`src/rtl/turn_resolver_if.sv`:
```
// Turn-resolution bundle between the game FSM / projectile side (master) and turn_resolver (slave).
// proj_crit exists only when CVD_CRIT_DMG_EN is defined.
interface turn_resolver_if;
  logic       start_game;
  logic       dog_turn;
  logic       cat_turn;
  logic       throw_launch;
  logic       proj_landed;
  logic       proj_hit;
`ifdef CVD_CRIT_DMG_EN
  logic       proj_crit;
`endif
  logic [9:0] hp_local;
  logic [9:0] hp_remote;
  logic       turn_done_dog;
  logic       turn_done_cat;
  logic       busy;
  logic       timeout_flag;

  modport master (
`ifdef CVD_CRIT_DMG_EN
    output proj_crit,
`endif
    output start_game,
    output dog_turn,
    output cat_turn,
    output throw_launch,
    output proj_landed,
    output proj_hit,
    input  hp_local,
    input  hp_remote,
    input  turn_done_dog,
    input  turn_done_cat,
    input  busy,
    input  timeout_flag
  );

  modport slave (
`ifdef CVD_CRIT_DMG_EN
    input  proj_crit,
`endif
    input  start_game,
    input  dog_turn,
    input  cat_turn,
    input  throw_launch,
    input  proj_landed,
    input  proj_hit,
    output hp_local,
    output hp_remote,
    output turn_done_dog,
    output turn_done_cat,
    output busy,
    output timeout_flag
  );
endinterface

```
`src/rtl/turn_resolver.sv`:
```
// Owns both players' HP and resolves one throw per turn: launch, landing, damage, done strobe.
// Optional feature macro: CVD_CRIT_DMG_EN (critical hits subtract CRIT_DMG).
module turn_resolver #(
  parameter int unsigned HP_MAX       = 100,
  parameter int unsigned HIT_DMG      = 20,
  parameter int unsigned CRIT_DMG     = 35,
  parameter int unsigned TURN_TIMEOUT = 600000000
) (
  input logic            clk,
  input logic            rst_n,
  turn_resolver_if.slave ctrl_io
);

  localparam int unsigned CntW = (TURN_TIMEOUT > 2) ? $clog2(TURN_TIMEOUT) : 1;
  localparam logic [CntW-1:0] CntLast = CntW'(TURN_TIMEOUT - 1);
  localparam logic [9:0] HpMax  = 10'(HP_MAX);
  localparam logic [9:0] HitDmg = 10'(HIT_DMG);

  if (HP_MAX > 1023) begin : g_bad_hp_max
    $error("HP_MAX must fit in 10 bits");
  end
  if (HIT_DMG > 1023 || CRIT_DMG > 1023) begin : g_bad_dmg
    $error("damage values must fit in 10 bits");
  end
  if (TURN_TIMEOUT < 2) begin : g_bad_timeout
    $error("TURN_TIMEOUT must be at least 2");
  end

  typedef enum logic [2:0] {
    StIdle,
    StWaitThrow,
    StInFlight,
    StApply,
    StDone,
    StWaitRelease
  } state_e;

  typedef enum logic {
    OwnDog,
    OwnCat
  } owner_e;

  state_e          state_q;
  owner_e          owner_q;
  logic [CntW-1:0] cnt_q;
  logic            hit_q;
  logic            timeout_q;
  logic            start_q;
  logic [9:0]      hp_local_q;
  logic [9:0]      hp_remote_q;
  logic            done_dog_q;
  logic            done_cat_q;
  logic            busy_q;
  logic            timeout_flag_q;
`ifdef CVD_CRIT_DMG_EN
  localparam logic [9:0] CritDmg = 10'(CRIT_DMG);
  logic            crit_q;
`endif

  logic            start_rise;
  logic            owner_turn;
  logic            other_turn;
  logic [9:0]      dmg;
  logic [9:0]      target_hp;
  logic [9:0]      target_hp_next;
  logic [CntW-1:0] cnt_inc;

  always_comb begin
    start_rise = ctrl_io.start_game & ~start_q;
    owner_turn = (owner_q == OwnDog) ? ctrl_io.dog_turn : ctrl_io.cat_turn;
    other_turn = (owner_q == OwnDog) ? ctrl_io.cat_turn : ctrl_io.dog_turn;
`ifdef CVD_CRIT_DMG_EN
    dmg = crit_q ? CritDmg : HitDmg;
`else
    dmg = HitDmg;
`endif
    // The attacker damages the opponent.
    target_hp      = (owner_q == OwnDog) ? hp_remote_q : hp_local_q;
    target_hp_next = (target_hp > dmg) ? (target_hp - dmg) : '0;
    cnt_inc        = cnt_q + CntW'(1);
  end

  always_ff @(posedge clk or negedge rst_n) begin
    if (!rst_n) begin
      state_q        <= StIdle;
      owner_q        <= OwnDog;
      cnt_q          <= '0;
      hit_q          <= 1'b0;
      timeout_q      <= 1'b0;
      start_q        <= 1'b0;
      hp_local_q     <= HpMax;
      hp_remote_q    <= HpMax;
      done_dog_q     <= 1'b0;
      done_cat_q     <= 1'b0;
      busy_q         <= 1'b0;
      timeout_flag_q <= 1'b0;
`ifdef CVD_CRIT_DMG_EN
      crit_q         <= 1'b0;
`endif
    end else begin
      start_q        <= ctrl_io.start_game;
      done_dog_q     <= 1'b0;
      done_cat_q     <= 1'b0;
      timeout_flag_q <= 1'b0;
      if (start_rise) begin
        // New game overrides whatever turn was in progress.
        state_q     <= StIdle;
        hp_local_q  <= HpMax;
        hp_remote_q <= HpMax;
        busy_q      <= 1'b0;
        timeout_q   <= 1'b0;
        hit_q       <= 1'b0;
      end else begin
        unique case (state_q)
          StIdle: begin
            if (ctrl_io.dog_turn ^ ctrl_io.cat_turn) begin
              state_q   <= StWaitThrow;
              owner_q   <= ctrl_io.dog_turn ? OwnDog : OwnCat;
              cnt_q     <= '0;
              timeout_q <= 1'b0;
              hit_q     <= 1'b0;
            end
          end
          StWaitThrow: begin
            if (!owner_turn) begin
              state_q <= StIdle;
            end else if (ctrl_io.throw_launch) begin
              state_q <= StInFlight;
              busy_q  <= 1'b1;
            end else if (cnt_inc == CntLast) begin
              state_q   <= StDone;
              timeout_q <= 1'b1;
            end else begin
              cnt_q <= cnt_inc;
            end
          end
          StInFlight: begin
            if (!owner_turn) begin
              state_q <= StIdle;
              busy_q  <= 1'b0;
            end else if (ctrl_io.proj_landed) begin
              state_q <= StApply;
              hit_q   <= ctrl_io.proj_hit;
`ifdef CVD_CRIT_DMG_EN
              crit_q  <= ctrl_io.proj_crit;
`endif
            end
          end
          StApply: begin
            busy_q <= 1'b0;
            if (!owner_turn) begin
              state_q <= StIdle;
            end else begin
              state_q <= StDone;
              if (hit_q) begin
                if (owner_q == OwnDog) hp_remote_q <= target_hp_next;
                else                   hp_local_q  <= target_hp_next;
              end
            end
          end
          StDone: begin
            state_q        <= StWaitRelease;
            done_dog_q     <= (owner_q == OwnDog);
            done_cat_q     <= (owner_q == OwnCat);
            timeout_flag_q <= timeout_q;
          end
          StWaitRelease: begin
            // Hold until the game FSM moves on so its check-win cycle cannot retrigger us.
            if (!owner_turn || other_turn) state_q <= StIdle;
          end
          default: state_q <= StIdle;
        endcase
      end
    end
  end

  assign ctrl_io.hp_local      = hp_local_q;
  assign ctrl_io.hp_remote     = hp_remote_q;
  assign ctrl_io.turn_done_dog = done_dog_q;
  assign ctrl_io.turn_done_cat = done_cat_q;
  assign ctrl_io.busy          = busy_q;
  assign ctrl_io.timeout_flag  = timeout_flag_q;

endmodule
```
`src/flat_wrapper.sv`:
```
// flat-port wrapper written by rule: the top's interface ports become plain ports
module turn_resolver_flat 
#(
  parameter int unsigned HP_MAX       = 100,
  parameter int unsigned HIT_DMG      = 20,
  parameter int unsigned CRIT_DMG     = 35,
  parameter int unsigned TURN_TIMEOUT = 600000000
)
  (clk, rst_n, ctrl_io_start_game, ctrl_io_dog_turn, ctrl_io_cat_turn, ctrl_io_throw_launch, ctrl_io_proj_landed, ctrl_io_proj_hit, ctrl_io_hp_local, ctrl_io_hp_remote, ctrl_io_turn_done_dog, ctrl_io_turn_done_cat, ctrl_io_busy, ctrl_io_timeout_flag);
  turn_resolver_if ctrl_io_i ();
  input logic clk;
  input logic rst_n;
  input wire logic [$bits(ctrl_io_i.start_game)-1:0] ctrl_io_start_game;
  input wire logic [$bits(ctrl_io_i.dog_turn)-1:0] ctrl_io_dog_turn;
  input wire logic [$bits(ctrl_io_i.cat_turn)-1:0] ctrl_io_cat_turn;
  input wire logic [$bits(ctrl_io_i.throw_launch)-1:0] ctrl_io_throw_launch;
  input wire logic [$bits(ctrl_io_i.proj_landed)-1:0] ctrl_io_proj_landed;
  input wire logic [$bits(ctrl_io_i.proj_hit)-1:0] ctrl_io_proj_hit;
  output wire logic [$bits(ctrl_io_i.hp_local)-1:0] ctrl_io_hp_local;
  output wire logic [$bits(ctrl_io_i.hp_remote)-1:0] ctrl_io_hp_remote;
  output wire logic [$bits(ctrl_io_i.turn_done_dog)-1:0] ctrl_io_turn_done_dog;
  output wire logic [$bits(ctrl_io_i.turn_done_cat)-1:0] ctrl_io_turn_done_cat;
  output wire logic [$bits(ctrl_io_i.busy)-1:0] ctrl_io_busy;
  output wire logic [$bits(ctrl_io_i.timeout_flag)-1:0] ctrl_io_timeout_flag;
  assign ctrl_io_i.start_game = ctrl_io_start_game;
  assign ctrl_io_i.dog_turn = ctrl_io_dog_turn;
  assign ctrl_io_i.cat_turn = ctrl_io_cat_turn;
  assign ctrl_io_i.throw_launch = ctrl_io_throw_launch;
  assign ctrl_io_i.proj_landed = ctrl_io_proj_landed;
  assign ctrl_io_i.proj_hit = ctrl_io_proj_hit;
  assign ctrl_io_hp_local = ctrl_io_i.hp_local;
  assign ctrl_io_hp_remote = ctrl_io_i.hp_remote;
  assign ctrl_io_turn_done_dog = ctrl_io_i.turn_done_dog;
  assign ctrl_io_turn_done_cat = ctrl_io_i.turn_done_cat;
  assign ctrl_io_busy = ctrl_io_i.busy;
  assign ctrl_io_timeout_flag = ctrl_io_i.timeout_flag;
  turn_resolver #(.HP_MAX(HP_MAX), .HIT_DMG(HIT_DMG), .CRIT_DMG(CRIT_DMG), .TURN_TIMEOUT(TURN_TIMEOUT)) u_core (.clk(clk), .rst_n(rst_n), .ctrl_io(ctrl_io_i));
endmodule
```
`config.mk`:
```
export PLATFORM = sky130hd
export DESIGN_NAME = turn_resolver_flat
export DESIGN_NICKNAME = d
export VERILOG_FILES = /design/src/rtl/turn_resolver_if.sv /design/src/rtl/turn_resolver.sv /design/src/flat_wrapper.sv
export SDC_FILE = /design/constraint.sdc
export NUM_CORES = 1
export LEC_CHECK = 0
export ABC_AREA = 0
export CORE_MARGIN = 1.5
export CORE_UTILIZATION = 40
export CTS_BUF_LIST = sky130_fd_sc_hd__clkbuf_4
export CTS_CLUSTER_DIAMETER = 120
export DETAILED_ROUTE_END_ITERATION = 10
export SYNTH_ARGS = -nofsm -noshare
export SYNTH_HDL_FRONTEND = slang
export SYNTH_SLANG_ARGS = --single-unit
```
`constraint.sdc`:
```
create_clock -name clk -period 3.7 [get_ports clk]
set_input_delay 0.74 -clock clk [delete_from_list [all_inputs] [get_ports clk]]
set_output_delay 0.74 -clock clk [all_outputs]
set_load 0.02 [all_outputs]
```
# Yosys cells after proc, flatten, opt, wreduce, memory -nomap -nowiden
# Cells that the tools add are included.
[word_totals]
reg_bits = 61
word_cells = 112
output_inout_bits = 24
[classes]
n_bitwise = 5
n_lt_le_gt_ge = 1
reduce_logical = 19
n_addsub = 2
n_eq_ne = 22
muxes = 51
[ops]
columns = ["op", "n"]
rows = [
  ["two-way mux 10 bit", 12],
  ["two-way mux 30 bit", 4],
  ["one-hot mux 30 bit (2 select lines)", 1],
  ["adder 30 x 1 -> 30 bit, second input constant", 1],
  ["equality test 30 bit, second input constant", 1],
  ["two-way mux 3 bit", 9],
  ["two-way mux 1 bit", 21],
  ["AND reduction 4 bit", 5],
  ["one-hot mux 3 bit (6 select lines)", 1],
  ["inequality test 3 x 1 -> 1 bit, second input constant", 5],
  ["inequality test 3 x 2 -> 1 bit, second input constant", 4],
  ["> comparator 10 x 5 -> 1 bit, second input constant", 1],
  ["nonzero test 2 bit", 5],
  ["subtractor 10 x 5 -> 10 bit, second input constant", 1],
  ["equality test 3 x 2 -> 1 bit, second input constant", 2],
  ["equality test 3 bit, second input constant", 2],
  ["inequality test 2 bit, second input constant", 3],
  ["AND reduction 6 bit", 1],
  ["nonzero test 3 bit", 2],
  ["inequality test 5 x 4 -> 1 bit, second input constant", 1],
  ["AND reduction 5 bit", 1],
  ["inequality test 2 x 1 -> 1 bit, second input constant", 2],
  ["inequality test 4 x 3 -> 1 bit, second input constant", 1],
  ["one-hot mux 1 bit (2 select lines)", 2],
  ["other kinds (10)", 12],
]

# Longest topological paths before layout
# Gate-level depths: netlist (run 1).
[logic_depth]
ltp_word = 8
mapped_depth = 12
ltp_nobuf = 10

# Least setup slack after synthesis (run 1)
# No wires, ideal clock.
[synth_path]
path_kind = "flip-flop to flip-flop"
startpoint = "reg u_core.cnt_q[5]"
endpoint = "reg u_core.state_q[2]"
t_arrival_ns = 2.628
required_ns = 3.597
setup_time_ns = 0.103
period_less_slack_ns = 2.732
slack_ns = 0.968
path_stages_with_launch = 11
n_path_buf = 2
cell_sequence = "dfrtp_1 > clkbuf_1 > nand2_2 > or3_1 > buf_2 > or4_4 > xor2_1 > or2_4 > o21ai_4 > nor2_2 > o41ai_2"
[synth_between]
elab_chain_cells = 4
[synth_rtl]
columns = ["element", "line_no", "rtl"]
rows = [
  ["from (decl)", "turn_resolver.sv:45", "logic [CntW-1:0] cnt_q;"],
  ["from (signal assigned)", "turn_resolver.sv:134", "cnt_q <= cnt_inc;"],
  ["adder 30 x 1 -> 30 bit", "turn_resolver.sv:80", "cnt_inc = cnt_q + CntW'(1);"],
  ["equality test 30 bit", "turn_resolver.sv:130", "end else if (cnt_inc == CntLast) begin"],
  ["inequality test 5 x 4 -> 1 bit (no source line)", "-", ""],
  ["AND reduction 4 bit (no source line)", "-", ""],
  ["to (signal assigned)", "turn_resolver.sv:85", "state_q <= StIdle;"],
  ["to (signal assigned)", "turn_resolver.sv:128", "state_q <= StInFlight;"],
  ["to (signal assigned)", "turn_resolver.sv:131", "state_q <= StDone;"],
  ["to (decl)", "turn_resolver.sv:43", "state_e state_q;"],
]
# No other way between the ends.
# A chain may end at the register's enable or synchronous reset.

# Final worst setup path (run 1)
[layout_path]
startpoint = "reg u_core.cnt_q[3]"
endpoint = "reg u_core.cnt_q[14]"
[layout_between]
elab_chain_cells = 5
elab_cells_between_ends = 8
[layout_rtl]
columns = ["element", "line_no"]
rows = [
  ["adder 30 x 1 -> 30 bit *", "turn_resolver.sv:80"],
  ["parallel branches: the longest is 4 deep, another holds equality test 30 bit", "-"],
]
# Every way passes the cells marked *. The select of a mux whose other input is x is not followed.

==> insert_results.sql, run 1 <==
INSERT INTO impl_metrics (metric_group, metric, value, unit) VALUES
('outcome', 'run_status', 'finished, final reports clean', ''),
('synthesis', 'portion_of_the_post_synthesis_area_used_by_sequential_elements', '0.381', ''),
('timing', 'max_freq', '316', 'MHz'),
('run', 'drv_cap', '0', ''),
('layout', 'multi_input_comb_area', '2310', 'um2'),
('power', 'combPwrFrac', '0.483', ''),
('die', 'fp.dieH', '103', 'um'),
('hold_path', 'min_path_type', 'in2async', ''),
('layout', 'finish.net_count', '507', ''),
('layout', 'layout.cell_area.non_filler', '4600', 'um2'),
('placement', 'dpl-instance-area', '4480', 'um2'),
('critical_path', 'timing.critical_path.to_type', 'flip-flop', ''),
('layout', 'final_cell_count_no_fill', '633', ''),
('cts', 'number_of_resized_instances_in_the_post_cts_repair_step', '0', ''),
('timing', 'final_hold_fails', '0', ''),
('die', 'core.rowCount', '36', ''),
('synthesis', 'synth-edff-count', '0', ''),
('cts', 'htree_levels', '3', ''),
('detailed_routing', 'first_pass_iteration_count_of_the_detailed_router', '4', ''),
('synthesis', 'avgSynthCellArea', '8.54', 'um2'),
('timing', 'rsz0062_at_grt', 'no', ''),
('placement', 'globalplace.congestion', '0.903', ''),
('layout', 'final.fill_count', '946', ''),
('layout', 'insertedDiodeCount', '0', ''),
('power', 'p_clk_frac', '0.148', ''),
('layout', 'synthToLayoutAreaGrowth', '14.1', '%'),
('detailed_routing', 'wl_per_cell', '17.1', 'um'),
('critical_path', 'cp_cell_sequence', 'nand4_1 > or3_1 > or4_4 > xor2_1 > or2_4 > o21ai_4 > buf_4 > or4_1 > nand3_1', ''),
('critical_path', 'worstSetupPathType', 'reg2reg', ''),
('critical_path', 'cp_num_buf_inv', '1', ''),
('power', 'cellPowerDensity', '627', 'nW/um2'),
('critical_path', 'max_stage_delay', '0.60', 'ns'),
('timing', 'finalClockSkew', '0.0293', 'ns'),
('synthesis', 'post_synth_instance_area', '4030', 'um2'),
('synthesis', 'synth_flop_cell', 'dfrtp_1', ''),
('cts', 'worst_setup_hold_path_clk_slew', '0.13', 'ns'),
('critical_path', 'worst_path_max_delay_cell', 'or4_4', ''),
('power', 'cell_internal_pwr', '1580', 'uW'),
('timing', 'slew_viols_final', '0', ''),
('grt', 'grt_start_max_net_pins', '48', ''),
('synthesis', 'syn_nets', '484', ''),
('critical_path', 'critPathLaunchType', 'flip-flop', ''),
('power', 'static-leakage-power', '0.00184', 'uW'),
('power', 'p_sw_frac', '0.452', ''),
('timing', 'setup_violations', '0', ''),
('timing', 'total_negative_slack', '0', 'ns'),
('layout', 'most-common-layout-cells', 'dfrtp_1 (55), nand2_1 (54), clkdlybuf4s50_1 (30)', ''),
('placement', 'portBuffers', '31', ''),
('power', 'p_total', '2880', 'uW'),
('die', 'core-area', '9770', 'um2'),
('detailed_routing', 'route.final.wire_length', '10800', 'um'),
('grt', 'grt_antenna_before_repair', '0', ''),
('cts', 'cts_buffer_depth', '2', ''),
('die', 'die_w', '103', 'um'),
('detailed_routing', 'route.vias.total', '3778', ''),
('timing', 'layout_worst_path_cycle_share', '0.856', ''),
('cts', 'clkSinkCount', '61', ''),
('layout', 'post_route_cells_drive_above_1_share', '0.130', ''),
('timing', 'finalWorstSetupSlack', '0.532', 'ns'),
('cts', 'clock-root-buffer', 'clkbuf_4', ''),
('power', 'sequentialPowerShare', '0.369', ''),
('cts', 'clk_latency_worst_skew_pair', '0.43', 'ns'),
('timing', 'relSlewSlack', '0.289', ''),
('synthesis', 'async_flop_share', '1.00', ''),
('critical_path', 'timing.critical_path.arrival', '3.55', 'ns'),
('placement', 'total_placed_cells_including_tap_cells', '617', ''),
('grt', 'vias_in_the_first_global_route', '3658', ''),
('grt', 'grtUsageTotal', '0.221', ''),
('die', 'io-pin-count', '32', ''),
('detailed_routing', 'drc', '0', ''),
('critical_path', 'required', '4.08', 'ns');
-- flip-flops by register name, indices dropped and copies added, names as in the netlist --
register and cells:
u_core.cnt_q 30, u_core.ctrl_io.busy 1, u_core.ctrl_io.hp_local 10, u_core.ctrl_io.hp_remote 10, u_core.ctrl_io.timeout_flag 1, u_core.ctrl_io.turn_done_cat 1, u_core.ctrl_io.turn_done_dog 1, u_core.hit_q 1
u_core.owner_q 1, u_core.start_q 1, u_core.state_q 3, u_core.timeout_q 1
-- kinds of logic after synthesis --
kind of cell               Yosys count  synth area share
xor gates and xnor gates            15            0.0326
DFF                                 61             0.381
buffers and inverters               47            0.0459
AOI/OAI and AO/OA                  112             0.191
and+or+nand+nor                    210             0.276
muxes                               23            0.0615
adders and majority gates            4            0.0124
-- layer usage --
metal | part of all wire | track usage
met3 | 0.064 | 0.0323
met1 | 0.45 | 0.307
met2 | 0.46 | 0.346
met5 | 0 | 0
met4 | 0.021 | 0.0925
-- layout make-up --
type                    count  area share
multi-input cells         364       0.503
flip-flops and latches     61       0.334
repair buffers             46      0.0909
well taps                 133      0.0362
clock buffers              12      0.0196
inverters                  13      0.0106
clock inverters             4     0.00626
-- cells in the mapped netlist, types with 8 or more instances --
cell type | instances | area share
a31oi_1 | 8 | 0.012
dfrtp_1 | 55 | 0.34
inv_1 | 12 | 0.011
nor3_1 | 22 | 0.027
and3_1 | 11 | 0.017
or3_1 | 12 | 0.019
o31ai_1 | 8 | 0.015
mux2i_1 | 9 | 0.022
nand4_1 | 11 | 0.017
mux2_2 | 14 | 0.039
nand3_1 | 27 | 0.034
nand2_1 | 54 | 0.050
a21oi_1 | 23 | 0.029
nor4_1 | 8 | 0.012
clkbuf_1 | 28 | 0.026
xnor2_1 | 9 | 0.020
o21ai_0 | 18 | 0.022
nor2_1 | 29 | 0.027
o211ai_1 | 12 | 0.022
-- power groups by stage --
stage | clock network [uW] | registers, uW | logic [uW]
floorplan | 0 | 1060 | 909
global placement | 0 | 1070 | 1380
detailed placement | 0 | 1070 | 1400
CTS | 441 | 1060 | 1400
global route | 473 | 1090 | 1550
finish | 427 | 1060 | 1390
-- metrics by stage --
stage / util / hold slack [ns]
after floorplan: - / 0.444
after detailed placement: 0.458 / 0.505
final: 0.470 / 0.496
after global placement: 0.458 / 0.496
after CTS: 0.470 / 0.518
after global routing: 0.470 / 0.546
-- worst paths after layout --
| check | cells after the start | slack, ns | start | to |
|---|---|---|---|---|
| max in group asynchronous | 2 | 2.34 | rst_n | u_core.ctrl_io.hp_local[6]$_DFFE_PN1P_ |
| worst max-delay path | 9 | 0.53 | u_core.cnt_q[3]$_DFFE_PN0P_ | u_core.cnt_q[14]$_DFFE_PN0P_ |
| worst max register to register | 9 | 0.53 | u_core.cnt_q[3]$_DFFE_PN0P_ | u_core.cnt_q[14]$_DFFE_PN0P_ |
| worst min-delay path | 1 | 0.50 | rst_n | u_core.cnt_q[18]$_DFFE_PN0P_ |
| min in group clk | 2 | 0.51 | u_core.ctrl_io.hp_local[6]$_DFFE_PN1P_ | u_core.ctrl_io.hp_local[6]$_DFFE_PN1P_ |
| worst min register to register | 2 | 0.51 | u_core.ctrl_io.hp_local[6]$_DFFE_PN1P_ | u_core.ctrl_io.hp_local[6]$_DFFE_PN1P_ |
Power figures use the tool's default switching activity.
==> inputs of run 2 (changes only) <==
--- a/config.mk
+++ b/config.mk
@@ -11,6 +11,7 @@
 export CTS_BUF_LIST = sky130_fd_sc_hd__clkbuf_4
 export CTS_CLUSTER_DIAMETER = 120
 export DETAILED_ROUTE_END_ITERATION = 10
+export GPL_TIMING_DRIVEN = 0
 export SYNTH_ARGS = -nofsm -noshare
 export SYNTH_HDL_FRONTEND = slang
 export SYNTH_SLANG_ARGS = --single-unit
==> run 2 against run 1 <==
Effect of this change: clock power grew 9.6%; die area unchanged; routed wire length grew 5.3%; register-to-register slack got worse by 0.17 ns; combinational power up 9%; largest cell class unchanged.
==> insert_results.sql, run 2 (synthesized netlist as in run 1, its figures left out) <==
INSERT INTO impl_metrics (metric_group, metric, value, unit) VALUES
('timing', 'setup_violations', '0', ''),
('placement', 'detailed_place_hpwl', '7980', 'um'),
('die', 'design.die.area', '10700', 'um2'),
('cts', 'number_of_resized_instances_in_the_post_cts_repair_step', '0', ''),
('detailed_routing', 'drc', '0', ''),
('detailed_routing', 'drt_first_iter_violations', '338', ''),
('timing', 'slew_viols_final', '0', ''),
('cts', 'cts_buffer_depth', '2', ''),
('placement', 'globalplace.congestion', '0.947', ''),
('power', 'combPwrFrac', '0.511', ''),
('die', 'floorplan.initialDensity', '0.412', ''),
('power', 'cellPowerDensity', '636', 'nW/um2'),
('hold_path', 'min_path_type', 'in2async', ''),
('timing', 'final_hold_fails', '0', ''),
('placement', 'dpl-instance-area', '4510', 'um2'),
('timing', 'relSlewSlack', '0.390', ''),
('power', 'static-leakage-power', '0.00185', 'uW'),
('die', 'fp.dieH', '103', 'um'),
('cts', 'clock-root-buffer', 'clkbuf_4', ''),
('power', 'p_clk_frac', '0.158', ''),
('timing', 'whs', '0.380', 'ns'),
('critical_path', 'timing.critical_path.to_type', 'flip-flop', ''),
('critical_path', 'crit_path_max_fanout', '10', ''),
('cts', 'clk_latency_worst_skew_pair', '0.44', 'ns'),
('timing', 'worst-slew-pin-transition', '0.905', 'ns'),
('timing', 'finalClockSkew', '0.0177', 'ns'),
('timing', 'max_freq', '300', 'MHz'),
('die', 'die_w', '103', 'um'),
('cts', 'cts_buffers', '9', ''),
('critical_path', 'max_stage_delay', '0.59', 'ns'),
('layout', 'most_common_cell_after_layout_fill_and_taps_aside', 'dfrtp_1', ''),
('detailed_routing', 'wl_per_cell', '17.5', 'um'),
('cts', 'clkSinkCount', '61', ''),
('detailed_routing', 'route.vias.total', '3872', ''),
('layout', 'final_cell_count_no_fill', '651', ''),
('grt', 'grtUsageTotal', '0.234', ''),
('cts', 'worst_setup_hold_path_clk_slew', '0.12', 'ns'),
('power', 'sequentialPowerShare', '0.331', ''),
('cts', 'htree_levels', '3', ''),
('power', 'irDropWorstVdd', '0.000386', 'V'),
('cts', 'cts_hold_buffers', '0', ''),
('layout', 'finish.net_count', '526', ''),
('critical_path', 'worst_path_max_delay_cell', 'or4_1', ''),
('grt', 'globalRoute.totalOverflow', '0', ''),
('layout', 'post_route_cells_drive_above_1_share', '0.104', ''),
('grt', 'vias_in_the_first_global_route', '3605', ''),
('cts', 'postCtsSetupBuffers', '0', ''),
('detailed_routing', 'route.final.wire_length', '11400', 'um'),
('critical_path', 'timing.critical_path.arrival', '3.67', 'ns'),
('critical_path', 'cp_cell_sequence', 'ha_1 > nand3_1 > nor3_4 > xnor2_1 > or4_1 > nor4_4 > a31oi_1 > a211oi_1', ''),
('critical_path', 'required', '4.04', 'ns'),
('timing', 'finalWorstPathRequiredPeriod', '3.33', 'ns'),
('power', 'power_switching', '1350', 'uW'),
('grt', 'grt_antenna_before_repair', '0', ''),
('grt', 'grt_start_max_net_pins', '62', ''),
('placement', 'total_placed_cells_including_tap_cells', '636', ''),
('placement', 'portBuffers', '31', ''),
('power', 'cell_internal_pwr', '1610', 'uW'),
('critical_path', 'worstSetupPathType', 'reg2reg', ''),
('layout', 'final_core_utilization', '0.475', ''),
('outcome', 'run_status', 'finished, final reports clean', ''),
('layout', 'regMostFlops', 'u_core.cnt_q', ''),
('detailed_routing', 'first_pass_iteration_count_of_the_detailed_router', '5', ''),
('grt', 'first_pass_grt_wire_length', '18900', 'um'),
('die', 'core-area', '9770', 'um2'),
('detailed_routing', 'detail-route-antenna-nets', '0', ''),
('run', 'drv_cap', '0', ''),
('cts', 'cts_tree', 'done', ''),
('critical_path', 'critPathLaunchType', 'flip-flop', ''),
('layout', 'most-common-layout-cells', 'dfrtp_1 (55), nand2_1 (54), clkdlybuf4s50_1 (30)', ''),
('die', 'core.rowCount', '36', ''),
('power', 'p_sw_frac', '0.456', ''),
('layout', 'insertedDiodeCount', '0', ''),
('timing', 'total_negative_slack', '0', 'ns'),
('timing', 'layout_worst_path_cycle_share', '0.901', ''),
('die', 'io-pin-count', '32', ''),
('layout', 'largest_register_ff_count', '30', ''),
('layout', 'synthToLayoutAreaGrowth', '15.2', '%'),
('detailed_routing', 'via_per_inst', '5.95', ''),
('timing', 'rsz0062_at_grt', 'no', ''),
('layout', 'layout.cell_area.non_filler', '4650', 'um2');
run 2: cell types whose count changed in the layout (fill, tap and decap cells not counted), sizes merged:
cell    change
buf         -9
clkbuf     +26
bufinv      +1
run 2: worst max-delay path, delay by kind of cell (launching register included):
kind / cells / cell delay (ns)
flip-flops: 1 / 0.47
adder cells (fa/ha/maj): 1 / 0.29
AND/OR/NAND/NOR: 4 / 1.89
AO/OA/AOI/OAI: 2 / 0.41
XOR/XNOR: 1 / 0.18
run 2: path summary, 6_finish.rpt:
| path | start | slack, ns | to | depth (start not counted) |
|---|---|---|---|---|
| worst max-delay path | u_core.cnt_q[1]$_DFFE_PN0P_ | 0.37 | u_core.timeout_q$_DFFE_PN0P_ | 8 |
| worst min-delay path | rst_n | 0.38 | u_core.cnt_q[4]$_DFFE_PN0P_ | 1 |
| worst max register to register | u_core.cnt_q[1]$_DFFE_PN0P_ | 0.37 | u_core.timeout_q$_DFFE_PN0P_ | 8 |
| worst min register to register | u_core.ctrl_io.hp_local[6]$_DFFE_PN1P_ | 0.51 | u_core.ctrl_io.hp_local[6]$_DFFE_PN1P_ | 2 |
| max in group asynchronous | rst_n | 2.81 | u_core.ctrl_io.hp_local[7]$_DFFE_PN0P_ | 1 |
| min in group clk | u_core.ctrl_io.hp_local[6]$_DFFE_PN1P_ | 0.51 | u_core.ctrl_io.hp_local[6]$_DFFE_PN1P_ | 2 |
run 2: layout make-up:
| class | instances | area (um2) |
|---|---|---|
| Clock buffer | 10 | 75.1 |
| Timing Repair Buffer | 31 | 308 |
| Fill cell | 979 | 5130 |
| Sequential cell | 61 | 1530 |
| Buffer | 34 | 136 |
| Multi-Input combinational cell | 364 | 2320 |
| Clock inverter | 5 | 53.8 |
| Tap cell | 133 | 166 |
| Inverter | 13 | 48.8 |
run 2: power by group through the flow:
stage / Sequential, uW / Combinational, uW / Clock (uW)
2_1_floorplan: 1060 / 909 / 0
5_1_grt: 1000 / 1670 / 512
3_3_place_gp: 986 / 1490 / 0
4_1_cts: 977 / 1500 / 479
3_5_place_dp: 990 / 1490 / 0
6_report: 977 / 1510 / 468
run 2: stage by stage:
step                setup WS, ns  power (uW)
floorplan                  0.968        1970
global placement          -0.254        2470
detailed placement         0.302        2480
CTS                        0.229        2960
global route               0.143        3190
finish                     0.366        2960
run 2: per-layer routing:
layer / GRT usage / vias up / routed length [um]
li1: - / 1842 / -
met5: 0 / - / 0
met1: 0.334 / 1885 / 5500
met2: 0.366 / 132 / 5030
met4: 0.0738 / 0 / 167
met3: 0.0376 / 13 / 701
==> inputs of run 3 (changes only) <==
--- a/config.mk
+++ b/config.mk
@@ -8,7 +8,6 @@
 export ABC_AREA = 0
 export CORE_MARGIN = 1.5
 export CORE_UTILIZATION = 40
-export CTS_BUF_LIST = sky130_fd_sc_hd__clkbuf_4
 export CTS_CLUSTER_DIAMETER = 120
 export DETAILED_ROUTE_END_ITERATION = 10
 export GPL_TIMING_DRIVEN = 0
==> run 3 against run 2 <==
Effect of this change: combinational power about the same; critical path depth increased by 1; sequential cell count unchanged; non-clock buffer count unchanged; worst hold slack improved by 0.091 ns; clock power increased by 29%; cell count unchanged.
==> insert_results.sql, run 3 (synthesized netlist as in run 1, its figures left out) <==
INSERT INTO impl_metrics (metric_group, metric, value, unit) VALUES
('critical_path', 'cp_cell_sequence', 'clkbuf_1 > nand2_2 > nor3_1 > a21oi_1 > a21oi_1 > or2_4 > o21a_1 > nand2_2 > o41ai_1', ''),
('cts', 'clkSinkCount', '61', ''),
('cts', 'cts_tree', 'done', ''),
('timing', 'finalWorstSetupSlack', '0.341', 'ns'),
('layout', 'finish.net_count', '526', ''),
('cts', 'cts_buffers', '9', ''),
('grt', 'grtUsageTotal', '0.236', ''),
('timing', 'final_hold_fails', '0', ''),
('timing', 'slew_viols_final', '0', ''),
('critical_path', 'timing.critical_path.to_type', 'flip-flop', ''),
('layout', 'synthToLayoutAreaGrowth', '16.7', '%'),
('power', 'irDropWorstVdd', '0.000394', 'V'),
('critical_path', 'worst_path_max_delay_cell', 'nor3_1', ''),
('placement', 'total_placed_cells_including_tap_cells', '636', ''),
('die', 'fp.dieH', '103', 'um'),
('cts', 'cts_buffer_depth', '2', ''),
('critical_path', 'setup.reg_to_reg.worst_slack', '0.34', 'ns'),
('grt', 'grt_antenna_before_repair', '0', ''),
('layout', 'insertedDiodeCount', '0', ''),
('run', 'drv_cap', '0', ''),
('timing', 'max_freq', '298', 'MHz'),
('timing', 'worst-slew-pin-transition', '1.29', 'ns'),
('cts', 'clk_latency_worst_skew_pair', '0.36', 'ns'),
('cts', 'worst_setup_hold_path_clk_slew', '0.07', 'ns'),
('timing', 'rsz0062_at_grt', 'no', ''),
('detailed_routing', 'detail-route-antenna-nets', '0', ''),
('die', 'core.rowCount', '36', ''),
('cts', 'htree_levels', '3', ''),
('hold_path', 'min_path_type', 'in2async', ''),
('cts', 'postCtsSetupBuffers', '0', ''),
('timing', 'finalClockSkew', '0.0117', 'ns'),
('detailed_routing', 'drt_first_iter_violations', '304', ''),
('critical_path', 'cp_num_buf_inv', '1', ''),
('layout', 'final_core_utilization', '0.481', ''),
('critical_path', 'timing.critical_path.arrival', '3.61', 'ns'),
('placement', 'globalplace.congestion', '0.947', ''),
('layout', 'post_route_cells_drive_above_1_share', '0.102', ''),
('cts', 'clock-root-buffer', 'clkbuf_8', ''),
('grt', 'first_pass_grt_wire_length', '19000', 'um'),
('critical_path', 'worstSetupPathType', 'reg2reg', ''),
('timing', 'finalWorstPathRequiredPeriod', '3.36', 'ns'),
('outcome', 'run_status', 'finished, final reports clean', ''),
('placement', 'detailed_place_hpwl', '7980', 'um'),
('die', 'floorplan.initialDensity', '0.412', ''),
('detailed_routing', 'route.final.wire_length', '11500', 'um'),
('power', 'cellPowerDensity', '659', 'nW/um2'),
('timing', 'layout_worst_path_cycle_share', '0.908', ''),
('die', 'design.die.area', '10700', 'um2'),
('timing', 'setup_violations', '0', ''),
('timing', 'relSlewSlack', '0.136', ''),
('grt', 'grt_start_max_net_pins', '62', ''),
('critical_path', 'max_stage_delay', '1.00', 'ns'),
('die', 'core-area', '9770', 'um2'),
('detailed_routing', 'route.vias.total', '3885', ''),
('detailed_routing', 'drc', '0', ''),
('critical_path', 'worst_path_dominant_cell_family', 'simple AND/OR/NAND/NOR gates', ''),
('layout', 'largest_register_ff_count', '30', ''),
('critical_path', 'critPathLaunchType', 'flip-flop', ''),
('critical_path', 'crit_path_max_fanout', '9', ''),
('detailed_routing', 'via_per_inst', '5.97', ''),
('layout', 'final_cell_count_no_fill', '651', ''),
('die', 'io-pin-count', '32', ''),
('grt', 'vias_in_the_first_global_route', '3610', ''),
('die', 'die_w', '103', 'um'),
('power', 'static-leakage-power', '0.00187', 'uW'),
('placement', 'dp_slack', '0.302', 'ns'),
('grt', 'globalRoute.totalOverflow', '0', ''),
('critical_path', 'required', '3.96', 'ns'),
('layout', 'most_common_cell_after_layout_fill_and_taps_aside', 'dfrtp_1', ''),
('layout', 'regMostFlops', 'u_core.cnt_q', ''),
('detailed_routing', 'first_pass_iteration_count_of_the_detailed_router', '5', ''),
('placement', 'portBuffers', '31', ''),
('layout', 'most-common-layout-cells', 'dfrtp_1 (55), nand2_1 (54), clkdlybuf4s50_1 (30)', ''),
('detailed_routing', 'wl_per_cell', '17.7', 'um');
## run 3: path summary, 6_finish.rpt
| kind | startpoint | endpoint | cells past startpoint |
|---|---|---|---|
| max | u_core.cnt_q[5]$_DFFE_PN0P_ | u_core.cnt_q[13]$_DFFE_PN0P_ | 9 |
| min | rst_n | u_core.cnt_q[17]$_DFFE_PN0P_ | 1 |
| max reg2reg | u_core.cnt_q[5]$_DFFE_PN0P_ | u_core.cnt_q[13]$_DFFE_PN0P_ | 9 |
| min reg2reg | u_core.ctrl_io.hp_local[6]$_DFFE_PN1P_ | u_core.ctrl_io.hp_local[6]$_DFFE_PN1P_ | 2 |
| max in group asynchronous | rst_n | u_core.hit_q$_DFFE_PN0P_ | 1 |
| min in group clk | u_core.ctrl_io.hp_local[6]$_DFFE_PN1P_ | u_core.ctrl_io.hp_local[6]$_DFFE_PN1P_ | 2 |
## run 3: final cells by class
| cell class | count | area [um2] |
|---|---|---|
| plain buffers | 34 | 136 |
| clock buffers | 11 | 141 |
| clock inverters | 4 | 50.0 |
| fillers | 970 | 5070 |
| inverters | 13 | 48.8 |
| multi-input cells | 364 | 2320 |
| flip-flops and latches | 61 | 1530 |
| well taps | 133 | 166 |
| repair buffers | 31 | 308 |
## run 3: per-layer routing
metal / vias up / global-route usage / share of wire
li1: 1836 / - / -
met4: 0 / 0.0904 / 0.019
met3: 16 / 0.0336 / 0.059
met2: 135 / 0.366 / 0.44
met5: - / 0 / 0
met1: 1898 / 0.333 / 0.48
## run 3: repair_timing
item | 4_1_cts | 5_1_grt
hold buffers | 0 | 0
gates resized for setup | 0 | 1
endpoints found under the setup margin | 0 | 1
## run 3: worst register-to-register path, cell delays in order, from the launching register on
cell	delay (ns)
dfrtp_1	0.33
clkbuf_1	0.29
nand2_2	0.17
nor3_1	1.00
a21oi_1	0.14
a21oi_1	0.36
or2_4	0.23
o21a_1	0.23
nand2_2	0.21
o41ai_1	0.29
## run 3: power breakdown
group          switching (uW)  total, uW  internal [uW]
combinational             946       1510            569
sequential                144        979            835
clock                     280        605            325
total                    1370       3100           1730
## run 3: through the flow
stage / instance area (um2) / hold slack, ns / setup TNS, ns / total power (uW)
final: 4700 / 0.471 / 0 / 3100
after global routing: 4700 / 0.530 / 0 / 3320
after CTS: 4700 / 0.501 / 0 / 3100
after detailed placement: 4510 / 0.497 / 0 / 2480
after global placement: 4510 / 0.496 / -13.58 / 2470
after floorplan: 4030 / 0.444 / 0 / 1970
